==> src/rtl/uart_fifo_bridge.sv <==
// Memory-mapped bridge between the core data bus and the uart block.
// TX/RX byte FIFOs, a TX drain sequencer and a level interrupt.
module uart_fifo_bridge #(
  parameter int unsigned FIFO_DEPTH = 16,
  parameter int unsigned FIFO_AW    = 4
) (
  input  logic        clk,
  input  logic        rst,
  input  logic        bus_valid,
  input  logic        bus_we,
  input  logic [3:0]  bus_addr,
  input  logic [31:0] bus_wdata,
  output logic [31:0] bus_rdata,
  output logic        bus_ready,
  output logic        uart_tx_start,
  output logic [7:0]  uart_tx_data,
  input  logic        uart_tx_busy,
  input  logic [7:0]  uart_rx_data,
  input  logic        uart_rx_ready,
  output logic        irq
);
  localparam int unsigned CW = FIFO_AW + 1;
  localparam logic [3:0] ADDR_DATA = 4'h0;
  localparam logic [3:0] ADDR_STAT = 4'h4;
  localparam logic [3:0] ADDR_CTRL = 4'h8;

  typedef enum logic [1:0] {TX_IDLE, TX_START, TX_WAIT_BUSY, TX_WAIT_DONE} tx_state_e;

  tx_state_e          tx_state_q;
  logic [7:0]         tx_mem_q [FIFO_DEPTH];
  logic [7:0]         rx_mem_q [FIFO_DEPTH];
  logic [FIFO_AW-1:0] tx_wr_q, tx_rd_q, rx_wr_q, rx_rd_q;
  logic [CW-1:0]      tx_cnt_q, rx_cnt_q, tx_cnt_d, rx_cnt_d;
  logic               tx_ovf_q, rx_ovf_q, tx_ovf_d, rx_ovf_d;
  logic [1:0]         ctrl_q;
  logic [31:0]        bus_rdata_q, rdata_d;
  logic               bus_ready_q, tx_start_q, irq_q, irq_d;
  logic [7:0]         tx_data_q;

  logic acc_data, acc_stat, acc_ctrl;
  logic tx_full, tx_empty, rx_full, rx_empty, tx_idle;
  logic tx_push_req, tx_push, tx_pop, rx_push, rx_pop;
  logic [31:0] status;
  logic unused_wdata;

  assign acc_data = bus_valid && (bus_addr == ADDR_DATA);
  assign acc_stat = bus_valid && (bus_addr == ADDR_STAT);
  assign acc_ctrl = bus_valid && (bus_addr == ADDR_CTRL);

  assign tx_full  = (tx_cnt_q == CW'(FIFO_DEPTH));
  assign tx_empty = (tx_cnt_q == '0);
  assign rx_full  = (rx_cnt_q == CW'(FIFO_DEPTH));
  assign rx_empty = (rx_cnt_q == '0);
  assign tx_idle  = (tx_state_q == TX_IDLE);

  // A push into a full FIFO is accepted when the same cycle also pops.
  assign tx_pop      = tx_idle && !tx_empty && !uart_tx_busy;
  assign tx_push_req = acc_data && bus_we;
  assign tx_push     = tx_push_req && (!tx_full || tx_pop);
  assign rx_pop      = acc_data && !bus_we && !rx_empty;
  assign rx_push     = uart_rx_ready && (!rx_full || rx_pop);

  assign tx_cnt_d = tx_cnt_q + CW'(tx_push) - CW'(tx_pop);
  assign rx_cnt_d = rx_cnt_q + CW'(rx_push) - CW'(rx_pop);

  // Sticky overflow flags: a new drop wins over a same-cycle W1C.
  assign tx_ovf_d = (tx_ovf_q && !(acc_stat && bus_we && bus_wdata[4])) ||
                    (tx_push_req && !tx_push);
  assign rx_ovf_d = (rx_ovf_q && !(acc_stat && bus_we && bus_wdata[5])) ||
                    (uart_rx_ready && !rx_push);

  assign irq_d = (ctrl_q[0] && !rx_empty) || (ctrl_q[1] && tx_empty && tx_idle);

  assign status = {8'h00, 8'(tx_cnt_q), 8'(rx_cnt_q), 1'b0, tx_idle, rx_ovf_q, tx_ovf_q,
                   rx_empty, rx_full, tx_empty, tx_full};

  assign unused_wdata = ^bus_wdata[31:8];

  always_comb begin
    rdata_d = '0;
    if (bus_valid && !bus_we) begin
      case (bus_addr)
        ADDR_DATA: if (!rx_empty) rdata_d = {23'b0, 1'b1, rx_mem_q[rx_rd_q]};
        ADDR_STAT: rdata_d = status;
        ADDR_CTRL: rdata_d = {30'b0, ctrl_q};
        default:   rdata_d = '0;
      endcase
    end
  end

  // FIFO storage needs no reset; occupancy is tracked by the counters.
  always_ff @(posedge clk) begin
    if (tx_push) tx_mem_q[tx_wr_q] <= bus_wdata[7:0];
    if (rx_push) rx_mem_q[rx_wr_q] <= uart_rx_data;
  end

  always_ff @(posedge clk or posedge rst) begin
    if (rst) begin
      tx_state_q  <= TX_IDLE;
      tx_wr_q     <= '0;
      tx_rd_q     <= '0;
      rx_wr_q     <= '0;
      rx_rd_q     <= '0;
      tx_cnt_q    <= '0;
      rx_cnt_q    <= '0;
      tx_ovf_q    <= 1'b0;
      rx_ovf_q    <= 1'b0;
      ctrl_q      <= '0;
      bus_rdata_q <= '0;
      bus_ready_q <= 1'b0;
      tx_start_q  <= 1'b0;
      tx_data_q   <= '0;
      irq_q       <= 1'b0;
    end else begin
      bus_ready_q <= bus_valid;
      bus_rdata_q <= rdata_d;
      irq_q       <= irq_d;
      tx_cnt_q    <= tx_cnt_d;
      rx_cnt_q    <= rx_cnt_d;
      tx_ovf_q    <= tx_ovf_d;
      rx_ovf_q    <= rx_ovf_d;
      if (tx_push) tx_wr_q <= tx_wr_q + FIFO_AW'(1);
      if (tx_pop)  tx_rd_q <= tx_rd_q + FIFO_AW'(1);
      if (rx_push) rx_wr_q <= rx_wr_q + FIFO_AW'(1);
      if (rx_pop)  rx_rd_q <= rx_rd_q + FIFO_AW'(1);
      if (acc_ctrl && bus_we) ctrl_q <= bus_wdata[1:0];

      // One byte in flight: launch, see busy rise, then wait for it to fall.
      tx_start_q <= 1'b0;
      case (tx_state_q)
        TX_IDLE: begin
          if (tx_pop) begin
            tx_data_q  <= tx_mem_q[tx_rd_q];
            tx_start_q <= 1'b1;
            tx_state_q <= TX_START;
          end
        end
        TX_START:     tx_state_q <= TX_WAIT_BUSY;
        TX_WAIT_BUSY: if (uart_tx_busy) tx_state_q <= TX_WAIT_DONE;
        TX_WAIT_DONE: if (!uart_tx_busy) tx_state_q <= TX_IDLE;
        default:      tx_state_q <= TX_IDLE;
      endcase
    end
  end

  assign bus_rdata     = bus_rdata_q;
  assign bus_ready     = bus_ready_q;
  assign uart_tx_start = tx_start_q;
  assign uart_tx_data  = tx_data_q;
  assign irq           = irq_q;
endmodule
==> config.mk <==
export PLATFORM = sky130hd
export DESIGN_NAME = uart_fifo_bridge
export DESIGN_NICKNAME = d
export VERILOG_FILES = /design/src/rtl/uart_fifo_bridge.sv
export SDC_FILE = /design/constraint.sdc
export NUM_CORES = 1
export LEC_CHECK = 0
export BUFFER_PORTS_ARGS = -buffer_cell sky130_fd_sc_hd__buf_4
export CAP_MARGIN = 5
export CORE_MARGIN = 2
export CORE_UTILIZATION = 54
export CTS_CLUSTER_SIZE = 20
export DETAILED_ROUTE_END_ITERATION = 7
export GPL_TIMING_DRIVEN = 0
export PLACE_DENSITY = 0.81
export SLEW_MARGIN = 20
export SYNTH_ARGS = -nofsm -noshare
export SYNTH_HDL_FRONTEND = slang
export SYNTH_SLANG_ARGS = --single-unit
==> constraint.sdc <==
create_clock -name clk -period 3.1 [get_ports clk]
set_clock_uncertainty 0.2 [all_clocks]
set_input_delay 0.155 -clock clk [delete_from_list [all_inputs] [get_ports clk]]
set_output_delay 0.155 -clock clk [all_outputs]
set_load 0.005 [all_outputs]
# Word level (Yosys, flattened, before mapping)
# Memories as Yosys holds them, arrays and structs flattened. A register that Yosys moved wholly into a read port is not among the register bits.
# Index checks and enable logic that the tools add are counted.
[totals]
regBits = 67
input_bits = 50
wordCells = 90
rom_bits = 0
memories = 2
output_inout_bits = 43
ramBits = 256
latchBits = 0
[op_classes]
n_reduce_logical = 43
eq_ne = 10
n_addsub = 8
order_cmp = 0
n_mul = 0
div_mod_pow = 0
bitwise_logic = 0
shifts = 0
mux = 13
[mem_list]
columns = ["memory", "words", "word_bits", "rd", "rd_ports_with_merged_regs", "write_ports", "line", "text"]
rows = [
  ["rx_mem_q", 16, 8, 1, 0, 1, "31", "logic [7:0] rx_mem_q [FIFO_DEPTH];"],
  ["tx_mem_q", 16, 8, 1, 1, 1, "30", "logic [7:0] tx_mem_q [FIFO_DEPTH];"],
]
[op_table]
columns = ["op", "n"]
rows = [
  ["$pmux 32 s3", 1],
  ["$mux 32", 1],
  ["$logic_and 1x1->1", 22],
  ["$add 4x1->4 const B", 4],
  ["$add 5x1->5", 2],
  ["$eq 5x5->1 const B", 2],
  ["$logic_not 1->1", 10],
  ["$logic_not 5->1", 2],
  ["$sub 5x1->5", 2],
  ["$mux 9", 1],
  ["$pmux 2 s4", 1],
  ["$mux 1", 6],
  ["$mux 2", 3],
  ["$logic_or 1x1->1", 5],
  ["$eq 2x2->1 const B", 2],
  ["$eq 4x3->1 const B", 1],
  ["$eq 4x4->1 const B", 1],
  ["$logic_not 4->1", 1],
  ["$ne 2x2->1 const B", 2],
  ["$reduce_and 3->1", 1],
  ["$eq 2x1->1 const B", 1],
  ["$logic_not 2->1", 1],
  ["$ne 2x1->1 const B", 1],
  ["$reduce_and 2->1", 1],
]

# Logic depth before layout (Yosys ltp)
[depth]
depth_word = 9
ltp_mapped = 14
depth_no_buf = 14

# Worst setup path before layout
# Ideal clock, no wire load.
[synth_timing]
kind = "register -> register"
from = "register rx_cnt_q[3]"
to = "register rx_cnt_q[4]"
period_less_slack_ns = 2.996
setup_time_ns = 0.123
stages_incl_launch_ff = 15
setup_slack_ns = 0.104
arrival_time_ns = 2.673
path_buffers = 1
required_time_ns = 2.777
path_cell_list = "dfrtp_1 -> inv_1 -> ha_1 -> or4b_1 -> clkbuf_1 -> nand3_1 -> inv_2 -> ha_1 -> inv_1 -> ha_1 -> fa_1 -> a21oi_1 -> nor2_1 -> nor2_1 -> xnor2_1"
[synth_between]
elab_chain_cells = 7
word_cells_on_any_way = 9
classes_between = "add/sub (2); eq/ne (1); reduce/logical (6)"
[synth_rtl]
columns = ["item", "line", "text"]
rows = [
  ["start, declared", "33", "logic [CW-1:0] tx_cnt_q, rx_cnt_q, tx_cnt_d, rx_cnt_d;"],
  ["start signal, assigned", "119", "rx_cnt_q <= rx_cnt_d;"],
  ["$logic_not 5->1 *", "53", "assign rx_empty = (rx_cnt_q == '0);"],
  ["$logic_not 1->1 *", "-", ""],
  ["$logic_and 1x1->1 *", "60", "assign rx_pop = acc_data && !bus_we && !rx_empty;"],
  ["via rx_pop", "42", "logic tx_push_req, tx_push, tx_pop, rx_push, rx_pop;"],
  ["$logic_or 1x1->1", "61", "assign rx_push = uart_rx_ready && (!rx_full || rx_pop);"],
  ["$logic_and 1x1->1", "61", ""],
  ["$add 5x1->5", "64", "assign rx_cnt_d = rx_cnt_q + CW'(rx_push) - CW'(rx_pop);"],
  ["$sub 5x1->5 *", "64", ""],
  ["via rx_cnt_d[4]", "33", ""],
]
# The timed path passes the listed nets; every way through them passes the cells marked *.
# A chain may end at the register's enable or synchronous reset.

# Worst setup path in the final report
[layout_timing]
from = "register rx_cnt_q[2]"
to = "register rx_cnt_q[4]"
# Same word-level chain as after synthesis.

==> impl_results.md <==
* Setup_tns at 0 ns
* Final hold vios at 0
* P_int at 8.39 mW
* Hold path cells at 2
* Cell variety after synth at 52
* Final Cell Area at 15,200 um2
* Top post-synthesis cells by area: edfxtp_1 (59%), dfrtp_1 (12%), mux4_2 (9.4%)
* Pwr/cell area at 764 nW/um2
* Synthesis-to-layout area growth at 17.8%
* Synth Instances at 698
* Routed wire length at 27.2 mm
* Placed instance area at 13,800 um2
* Post-synthesis sequential area ratio at 0.713
* CP endpoint kind: flip-flop
* Peak VDD IR at 561 uV
* Initial Utilization at 0.551
* Worst R2R Setup Slack at 0.11 ns
* Vias/cell at 5.88
* Residual DRC count at 0
* Main combinational cell family by area after synthesis: multiplexers
* Clock power frac at 0.314
* Synth warn at 0
* Simple-gate area share of the yosys netlist at 0.0579
* Synth Area in XOR/XNOR at 0.0129
* Slew @ Worst Pin at 1.11 ns
* End of the critical path: rx_cnt_q[4]
* Post-synthesis mux area share at 0.129
* All-Layer GR Usage at 0.219
* Vias in the first global route at 7,209
* Post-synth top cells: edfxtp_1 (256), dfrtp_1 (61), mux4_2 (54)
* Clock Tree Buf Depth at 3
* P_sw at 3.24 mW
* Minimum clock period at 2.99 ns
* Die Height at 159 um
* Synth top area share at 0.595
* Skew-Pair Late Insertion Delay at 0.56 ns
* Nets at 913
* Syn Area/Cell at 18.5 um2
* Crit Path Max Fanout at 3
* Area leader, netlist: edfxtp_1
* Initial antenna violation count at 0
* Worst-path clk slew at 0.06 ns
* Placed insts at 1,085
* Core area at 23,500 um2
* Layout cells sized above 1 at 0.260
* Post-route clock period utilization at 0.966
* Hold wc startpoint: bus_valid
* Initial drt markers at 613
* Port bufs at 54
* Max Cap Viol at 0
* Fraction of registers with async set/reset at 0.192
* Leak Pwr at 5.57 nW
* Sequential Power Share at 0.454
* Most common cell in the netlist: edfxtp_1
* Post-synth design cell area at 12,900 um2
* Non-Filler Instances at 1,177
* Die Span X at 159 um
* Compound-gate portion of the synthesized area at 0.0342
* Switch share at 0.278
* Startpoint types: flip-flop
* Fin Hold WS at 0.106 ns
* Min-delay worst type: primary input to flip-flop
* Wirelength per Cell at 23.1 um
* Worst-case reg-to-reg path depth at 13
* Largest net degree at the start of global routing at 41
* Antenna cells at 0
* GRT overflow at 0
* Clk root buf: clkbuf_16
* Post-DRT Antenna Nets at 0
* # IOs at 93
* Setup crit start: rx_cnt_q[2]
* Vias at 6,920
* Required time of the worst setup path at 3.38 ns
* Flops & latches, synth at 317
* Slew Limit Fails at 0
* Reg2reg start: rx_cnt_q[2]
* Final Setup Violations at 0
* Critical path class: flip-flop to flip-flop
* Max frequency at 334 MHz
* Die area at 25,200 um2
* Row Count at 56
* H-tree depth at 1
* TritonCTS clock tree: done
* Status: complete, no violations
* Main synth FF type: edfxtp_1
* Adder-cell share of the synthesized area at 0.0283
* Routability cong. at 0.795
* Max-slew headroom at 0.258
* Total CTS buffers at 30
* First-pass GRT wire length at 42.2 mm
* Critical R2R Capture: rx_cnt_q[4]
* Initial DRT Pass Iterations at 5
* # clock sinks at 317
* HPWL after DPL at 17.0 mm
* Post-synth EDFFs at 256
* WP data arrival at 3.27 ns
* Logic pwr share at 0.232
per-stage QoR:
step	power, mW	setup WS [ns]	utilization
after detailed placement	7.94	-0.283	0.589
after CTS	11.6	0.0241	0.646
final	11.6	0.107	0.649
after global placement	7.80	-0.186	0.587
after floorplan	7.13	0.104	-
after global routing	12.2	-0.00128	0.649
layout by cell type, fill, tap and decap left out, drive strengths merged, types with 5 or more instances in the layout:
| master | instances |
|---|---|
| mux2i | 39 |
| o21ai | 5 |
| nand2 | 21 |
| conb | 14 |
| xor2 | 6 |
| ha | 26 |
| nor4b | 7 |
| clkinv | 9 |
| buf | 97 |
| a22oi | 20 |
| xnor2 | 13 |
| a21oi | 5 |
| clkbuf | 45 |
| a32oi | 5 |
| nand3 | 5 |
| nor2 | 12 |
| inv | 23 |
| and2 | 10 |
| mux4 | 54 |
| and3 | 14 |
| a21o | 6 |
| dfrtp | 61 |
| mux2 | 5 |
| dlygate4sd3 | 30 |
| nor2b | 5 |
| and4b | 8 |
| nor3 | 11 |
| edfxtp | 256 |
power by group through the flow:
stage | Sequential (mW) | Combinational [mW] | Clock (mW)
finish | 5.29 | 2.70 | 3.65
global route | 5.33 | 2.94 | 3.89
CTS | 5.28 | 2.66 | 3.70
detailed placement | 5.36 | 2.58 | 0
global placement | 5.34 | 2.46 | 0
floorplan | 5.29 | 1.85 | 0
area by class of cell:
type	instances	area, um2
timing repair buffer	93	786
sequential	317	9210
clock buffer	38	781
fill	1547	8240
clock inverter	17	209
inverter	22	85.1
tap	319	399
buffer	41	235
multi-input combinational	330	3520
routing by layer:
metal	vias up	routed length, um	track usage
li1	3017	-	-
met1	3511	11200	0.311
met2	351	13100	0.355
met3	41	2320	0.0379
met4	0	584	0.0617
met5	-	0	0
timing repair:
item,CTS,global route
resized for setup,5,8
pin swaps,1,1
setup buffers,2,6
setup endpoints to repair,3,2
hold endpoints to repair,342,0
hold buffers,30,0
flip-flops by register name, summed over array words and instances, names as in the netlist, 5 cells and up:
name	flops
bus_rdata	18
rx_cnt_q	5
uart_tx_data	8
tx_mem_q	128
tx_cnt_q	5
rx_mem_q	128
worst max-delay path: stages (launching register included):
cell	delay, ns
dfrtp_1	0.40
inv_1	0.12
ha_1	0.18
or4b_4	0.50
nand3_4	0.12
inv_2	0.07
ha_1	0.27
inv_1	0.04
ha_1	0.21
fa_2	0.39
a21oi_1	0.13
nor2_1	0.05
nor2_1	0.12
xnor2_1	0.12
logic make-up after synthesis:
kind of cell             Yosys count
other                              1
AND/OR/NAND/NOR                  113
AO/OA/AOI/OAI                     58
adder cells (fa/ha/maj)           28
multiplexers                      98
buffers and inverters             64
XOR/XNOR                          19
flip-flops                       317
how the worst min path moves through the flow:
stage,end,slack [ns]
after floorplan,bus_ready,-0.01
after global placement,bus_ready,0.09
after detailed placement,bus_rdata[11],-0.06
after CTS,bus_ready,0.06
after global routing,bus_ready,0.09
final,bus_ready,0.11
No activity file was read; power rests on OpenSTA's default activity.
